==> config.mk <==
export PLATFORM = sky130hd
export DESIGN_NAME = psx_pad_responder
export DESIGN_NICKNAME = d
export VERILOG_FILES = /design/src/rtl/psx_pad_responder.sv
export SDC_FILE = /design/constraint.sdc
export NUM_CORES = 1
export LEC_CHECK = 0
export ABC_CLOCK_PERIOD_IN_PS = 2800
export BUFFER_PORTS_ARGS = -buffer_cell sky130_fd_sc_hd__buf_2
export CAP_MARGIN = 20
export CORE_MARGIN = 2
export CORE_UTILIZATION = 29
export CTS_BUF_LIST = sky130_fd_sc_hd__clkbuf_16
export DETAILED_ROUTE_END_ITERATION = 10
export HOLD_SLACK_MARGIN = 0.02
export SYNTH_ARGS = -nofsm -noshare
export SYNTH_HDL_FRONTEND = slang
export SYNTH_SLANG_ARGS = --single-unit
export TNS_END_PERCENT = 100
==> constraint.sdc <==
create_clock -name clk -period 2.8 [get_ports clk]
set_clock_uncertainty 0.1 [all_clocks]
set_input_delay 0.56 -clock clk [delete_from_list [all_inputs] [get_ports clk]]
set_output_delay 0.56 -clock clk [all_outputs]
set_load 0.01 [all_outputs]
==> src/rtl/psx_pad_responder.sv <==
// PSX digital-pad device-side responder: shifts the 5-byte poll reply out on dat,
// captures host command bytes, and pulses ack_n between bytes.
//
// state    | meaning
// IDLE     | waiting for att_n falling edge
// SHIFT    | exchanging bits of the current byte on psx_clk rising edges
// ACK_WAIT | delay between byte completion and ack_n assertion
// ACK_LOW  | ack_n held low
// DONE     | transaction over; ignore psx_clk until att_n rises
module psx_pad_responder #(
    parameter int         ACK_DELAY = 2,
    parameter int         ACK_WIDTH = 2,
    parameter int         NUM_BYTES = 5,
    parameter logic [7:0] PAD_ID    = 8'h41
) (
    input  logic        clk,
    input  logic        rst,
    input  logic        att_n,
    input  logic        psx_clk,
    input  logic        cmd,
    input  logic [15:0] buttons,
    output logic        dat,
    output logic        ack_n,
    output logic [7:0]  rx_cmd,
    output logic        rx_valid,
    output logic        busy
);

    typedef enum logic [2:0] {
        S_IDLE,
        S_SHIFT,
        S_ACK_WAIT,
        S_ACK_LOW,
        S_DONE
    } state_t;

    localparam logic [3:0] LAST_BYTE = 4'(NUM_BYTES - 1);
    localparam logic [3:0] DLY_LOAD  = 4'(ACK_DELAY - 1);
    localparam logic [3:0] WID_LOAD  = 4'(ACK_WIDTH - 1);

    state_t      state_q, state_d;
    logic        att_prev_q, att_prev_d;
    logic        clk_prev_q, clk_prev_d;
    logic [3:0]  byte_idx_q, byte_idx_d;
    logic [2:0]  bit_idx_q, bit_idx_d;
    logic [6:0]  shreg_q, shreg_d;
    logic [15:0] btn_q, btn_d;
    logic [3:0]  cnt_q, cnt_d;
    logic        dat_q, dat_d;
    logic        ack_n_q, ack_n_d;
    logic [7:0]  rx_cmd_q, rx_cmd_d;
    logic        rx_valid_q, rx_valid_d;

    logic        psx_rise, att_fall, byte_last;
    logic [2:0]  nxt_bit;
    logic [7:0]  done_byte, first_resp, cur_resp, next_resp;

    function automatic logic [7:0] resp_byte(input logic [3:0] idx, input logic [15:0] btn);
        case (idx)
            4'd0:    resp_byte = 8'hFF;
            4'd1:    resp_byte = PAD_ID;
            4'd2:    resp_byte = 8'h5A;
            4'd3:    resp_byte = btn[7:0];
            4'd4:    resp_byte = btn[15:8];
            default: resp_byte = 8'hFF;
        endcase
    endfunction

    always_comb begin
        state_d    = state_q;
        att_prev_d = att_n;
        clk_prev_d = psx_clk;
        byte_idx_d = byte_idx_q;
        bit_idx_d  = bit_idx_q;
        shreg_d    = shreg_q;
        btn_d      = btn_q;
        cnt_d      = cnt_q;
        dat_d      = dat_q;
        ack_n_d    = ack_n_q;
        rx_cmd_d   = rx_cmd_q;
        rx_valid_d = 1'b0;

        psx_rise   = !clk_prev_q && psx_clk;
        att_fall   = att_prev_q && !att_n;
        nxt_bit    = bit_idx_q + 3'd1;
        done_byte  = {cmd, shreg_q};
        first_resp = resp_byte(4'd0, buttons);
        cur_resp   = resp_byte(byte_idx_q, btn_q);
        next_resp  = resp_byte(byte_idx_q + 4'd1, btn_q);
        byte_last  = (byte_idx_q == LAST_BYTE)
                  || (byte_idx_q == 4'd0 && done_byte != 8'h01)
                  || (byte_idx_q == 4'd1 && done_byte != 8'h42);

        case (state_q)
            S_IDLE: begin
                dat_d   = 1'b1;
                ack_n_d = 1'b1;
                if (att_fall) begin
                    state_d    = S_SHIFT;
                    byte_idx_d = 4'd0;
                    bit_idx_d  = 3'd0;
                    btn_d      = buttons;
                    dat_d      = first_resp[0];
                end
            end
            S_SHIFT: begin
                if (psx_rise) begin
                    if (bit_idx_q == 3'd7) begin
                        rx_cmd_d   = done_byte;
                        rx_valid_d = 1'b1;
                        dat_d      = 1'b1;
                        bit_idx_d  = 3'd0;
                        if (byte_last) begin
                            state_d = S_DONE;
                        end else begin
                            state_d = S_ACK_WAIT;
                            cnt_d   = DLY_LOAD;
                        end
                    end else begin
                        shreg_d[bit_idx_q] = cmd;
                        bit_idx_d          = nxt_bit;
                        dat_d              = cur_resp[nxt_bit];
                    end
                end
            end
            S_ACK_WAIT: begin
                if (cnt_q == 4'd0) begin
                    state_d = S_ACK_LOW;
                    ack_n_d = 1'b0;
                    cnt_d   = WID_LOAD;
                end else begin
                    cnt_d = cnt_q - 4'd1;
                end
            end
            S_ACK_LOW: begin
                if (cnt_q == 4'd0) begin
                    state_d    = S_SHIFT;
                    ack_n_d    = 1'b1;
                    byte_idx_d = byte_idx_q + 4'd1;
                    dat_d      = next_resp[0];
                end else begin
                    cnt_d = cnt_q - 4'd1;
                end
            end
            S_DONE: begin
                dat_d   = 1'b1;
                ack_n_d = 1'b1;
            end
            default: state_d = S_IDLE;
        endcase

        // Host releasing attention wins over everything except the rx report.
        if (state_q != S_IDLE && att_n) begin
            state_d    = S_IDLE;
            dat_d      = 1'b1;
            ack_n_d    = 1'b1;
            byte_idx_d = 4'd0;
            bit_idx_d  = 3'd0;
        end
    end

    always_ff @(posedge clk) begin
        if (rst) begin
            state_q    <= S_IDLE;
            att_prev_q <= 1'b0;
            clk_prev_q <= 1'b1;
            byte_idx_q <= 4'd0;
            bit_idx_q  <= 3'd0;
            shreg_q    <= 7'd0;
            btn_q      <= 16'hFFFF;
            cnt_q      <= 4'd0;
            dat_q      <= 1'b1;
            ack_n_q    <= 1'b1;
            rx_cmd_q   <= 8'h00;
            rx_valid_q <= 1'b0;
        end else begin
            state_q    <= state_d;
            att_prev_q <= att_prev_d;
            clk_prev_q <= clk_prev_d;
            byte_idx_q <= byte_idx_d;
            bit_idx_q  <= bit_idx_d;
            shreg_q    <= shreg_d;
            btn_q      <= btn_d;
            cnt_q      <= cnt_d;
            dat_q      <= dat_d;
            ack_n_q    <= ack_n_d;
            rx_cmd_q   <= rx_cmd_d;
            rx_valid_q <= rx_valid_d;
        end
    end

    assign dat      = dat_q;
    assign ack_n    = ack_n_q;
    assign rx_cmd   = rx_cmd_q;
    assign rx_valid = rx_valid_q;
    assign busy     = (state_q != S_IDLE);

endmodule

==> flow_summary_export.csv <==
group,metric,value,unit
die,fp.dieArea,9760,um2
logic_synthesis,synth-edff-count,0,
clock_network,cts.hold.buffers_added,0,
grt,first_global_vias,2222,
detailed_routing,detail_route.vias_per_cell,5.02,
grt,antenna_violations_before_repair,0,
die,die_x,98.8,um
power,p_per_area,506,nW/um2
clock_network,postCtsResizedCells,0,
final_layout,area_delta_synth_final,15.0,%
logic_synthesis,mappedNetlistNets,348,
final_layout,num-fill-cells,882,
detailed_routing,routed_wire_length_per_instance,13.6,um
clock_network,cts.clk_slew.worst_paths,0.07,ns
detailed_routing,wirelength,6.14,mm
grt,grt_first_pass_wirelength,10.5,mm
logic_synthesis,synth.yosys.seq_area_share,0.384,
power,internal-power,0.00118,W
power,power.share.switching,0.220,
die,io_pins,33,
detailed_routing,routed-via-count,2265,
placement,place_congestion,0.798,
clock_network,clock_sinks,50,
power,worst_ir_drop_vdd,210,uV
grt,global_route.overflow_total,0,
final_layout,finalCoreUtilization,0.344,
detailed_routing,drt_first_pass_iters,4,
timing,clock.fmax,444,MHz
critical_path,worst-endpoint-arrival,2.31,ns
die,placement_rows,34,
clock_network,post_cts.repair.setup_buffers,0,
logic_synthesis,synthesis.area_per_instance,8.20,um2
logic_synthesis,netlist.area_leader.share,0.384,
placement,io_buffers,32,
clock_network,cts.htree.levels,2,
power,clockPowerShare,0.457,
min_path,hold_path_class,"flip-flop to flip-flop",
logic_synthesis,yosys-top-cells-area,"dfxtp_1 38%, nand2_1 6.6%, mux2i_1 6.1%",
logic_synthesis,synthesis.instances,318,
run,max_cap_viol_count,0,
critical_path,required,2.86,ns
critical_path,timing.critical_path.from,"bit_idx_q[1]$_SDFFE_PP0P_",
die,die_height,98.8,um
logic_synthesis,postSynthRegisterBits,50,
final_layout,final-instance-count-excl-fill,451,
die,coreArea,8720,um2
timing,report.final.hold_viol_count,0,
clock_network,clock_latency,0.29,ns
power,power.leakage,1.28,nW
final_layout,drive_above_1_share,0.160,
grt,grt_start_max_net_pins,25,
power,seq_power_share,0.487,
critical_path,worst-path-max-fanout,10,
timing,final_max_slew_viol_count,0,
timing,maxSlewHeadroom,0.628,
min_path,min-delay-start,"btn_q[12]$_SDFFE_PP1P_",
timing,finalSetupViolCount,0,
placement,hpwl,4.36,mm
final_layout,area_taken_by_flip_flops_and_latches,1000,um2
grt,gr-usage-all-layers,0.130,
timing,final.period_utilization,0.804,
timing,unrepaired_setup_endpoints_after_global_routing,"no",
logic_synthesis,yosysUniqueCellTypes,56,
die,floorplan.initialDensity,0.299,
clock_network,cts_root_buf,"clkbuf_16",
logic_synthesis,netlist_area,2610,um2
timing,setup_tns_final,0,ns
detailed_routing,remaining_antenna_violation_count,0,
power,overall_power_after_layout,0.00152,W
final_layout,antenna-diode-count,0,
timing,final_period_minus_worst_setup_slack,2.25,ns
clock_network,cts.path.max_buffers,2,
clock_network,cts_buf_count,5,
critical_path,timing.critical_path.to_type,"flip-flop",
critical_path,rr_startpoint,"bit_idx_q[1]$_SDFFE_PP0P_",
critical_path,critical_path.startpoint_type,"flip-flop",
clock_network,cts_tree,"built",
timing,worst_slew_pin_slew,0.557,ns
placement,dpl.cell_count,443,
timing,post_route_hold_slack,0.372,ns
detailed_routing,drt_drc_violations_left,0,
status,result_of_the_run,"complete, no violations",
logic_synthesis,ffs_w_async_s_r_synth,0,
critical_path,critical_path_class,"flip-flop to flip-flop",
logic_synthesis,yosys_warnings,0,
logic_synthesis,yosys.area.top_type,"dfxtp_1",
final_layout,finish.net_count,372,
final_layout,area_of_the_multi_input_gates,1480,um2
detailed_routing,detail_route.iter0.violations,123,
power,power.net_switching,0.000334,W
logic_synthesis,ys_dominant_reg_cell,"dfxtp_1",
power,combinational_share_of_power,0.056,
==> power groups by stage <==
stage               Sequential, W  Combinational (W)  Clock [W]
detailed placement       0.000755          0.0000855          0
CTS                      0.000738          0.0000857   0.000713
global route             0.000741          0.0000971   0.000744
finish                   0.000739          0.0000852   0.000694
global placement         0.000755          0.0000838          0
floorplan                0.000750          0.0000609          0
==> stage by stage <==
step / cell area (um2) / worst slack [ns]
finish: 3000 / 0.550
global route: 3000 / 0.410
CTS: 3000 / 0.567
detailed placement: 2830 / 0.515
global placement: 2830 / 0.587
floorplan: 2610 / 0.695
==> cells by family after synthesis <==
group / count (synthesis) / synth area share
DFF: 50 / 0.384
xor gates and xnor gates: 2 / 0.00672
buffers and inverters: 27 / 0.0490
and+or+nand+nor: 157 / 0.308
muxes: 16 / 0.0614
AOI/OAI and AO/OA: 57 / 0.147
adders and majority gates: 9 / 0.0432
==> worst max-delay path: stages, from the launching register on <==
cell      delay, ns
dfxtp_1        0.49
ha_1           0.21
ha_1           0.27
and3_1         0.28
nand2_1        0.37
o211ai_1       0.30
a21oi_1        0.09
==> cell type report <==
class | instances | share of cell area
repair buffers | 34 | 0.0585
clock buffers | 5 | 0.0418
clock inverters | 3 | 0.0150
well taps | 108 | 0.0451
flip-flops and latches | 50 | 0.334
multi-input cells | 241 | 0.493
inverters | 10 | 0.0125
==> flip-flops by register name, indices dropped and copies added, names as in the netlist <==
register and flops:
ack_n 1, att_prev_q 1, rx_cmd 8, btn_q 16, byte_idx_q 4, dat 1
cnt_q 4, clk_prev_q 1, rx_valid 1, shreg_q 7, state_q 3, bit_idx_q 3
==> layer usage <==
metal,track usage,wire [um]
met5,0,0
met4,0.0527,91
met3,0.0255,145
met2,0.210,2850
met1,0.171,3050
==> final timing paths <==
check                           slack [ns]                     end  depth (start not counted)
worst max-delay path                  0.55   cnt_q[2]$_SDFFE_PP0P_                          6
worst min register to register        0.37  btn_q[12]$_SDFFE_PP1P_                          2
worst min-delay path                  0.37  btn_q[12]$_SDFFE_PP1P_                          2
worst max register to register        0.55   cnt_q[2]$_SDFFE_PP0P_                          6
==> cell usage after synthesis, types with 3 or more instances <==
master and count:
nor3b_2 4, mux2i_1 16, a31oi_1 6, nand3_1 25
nor2_1 37, nor2b_1 6, nand3b_1 5, nand2_1 46
o21ai_1 3, a21oi_1 18, dfxtp_1 50, clkbuf_1 8
buf_2 6, nand2b_1 3, or3_1 3, ha_1 9
o21ai_0 5, inv_1 8, nor3_1 7
==> layout by cell type (no fill, tap or decap), types with 6 or more instances in the layout <==
cell / synthesis / layout
nor2b_1: 6 / 6
a21oi_1: 18 / 18
inv_1: 8 / 8
buf_2: 6 / 32
nor3_1: 7 / 7
nor2_1: 37 / 37
nand2_1: 46 / 46
a31oi_1: 6 / 6
nand3_1: 25 / 25
dfxtp_1: 50 / 50
mux2i_1: 16 / 16
ha_1: 9 / 9
Power figures use the tool's default switching activity.
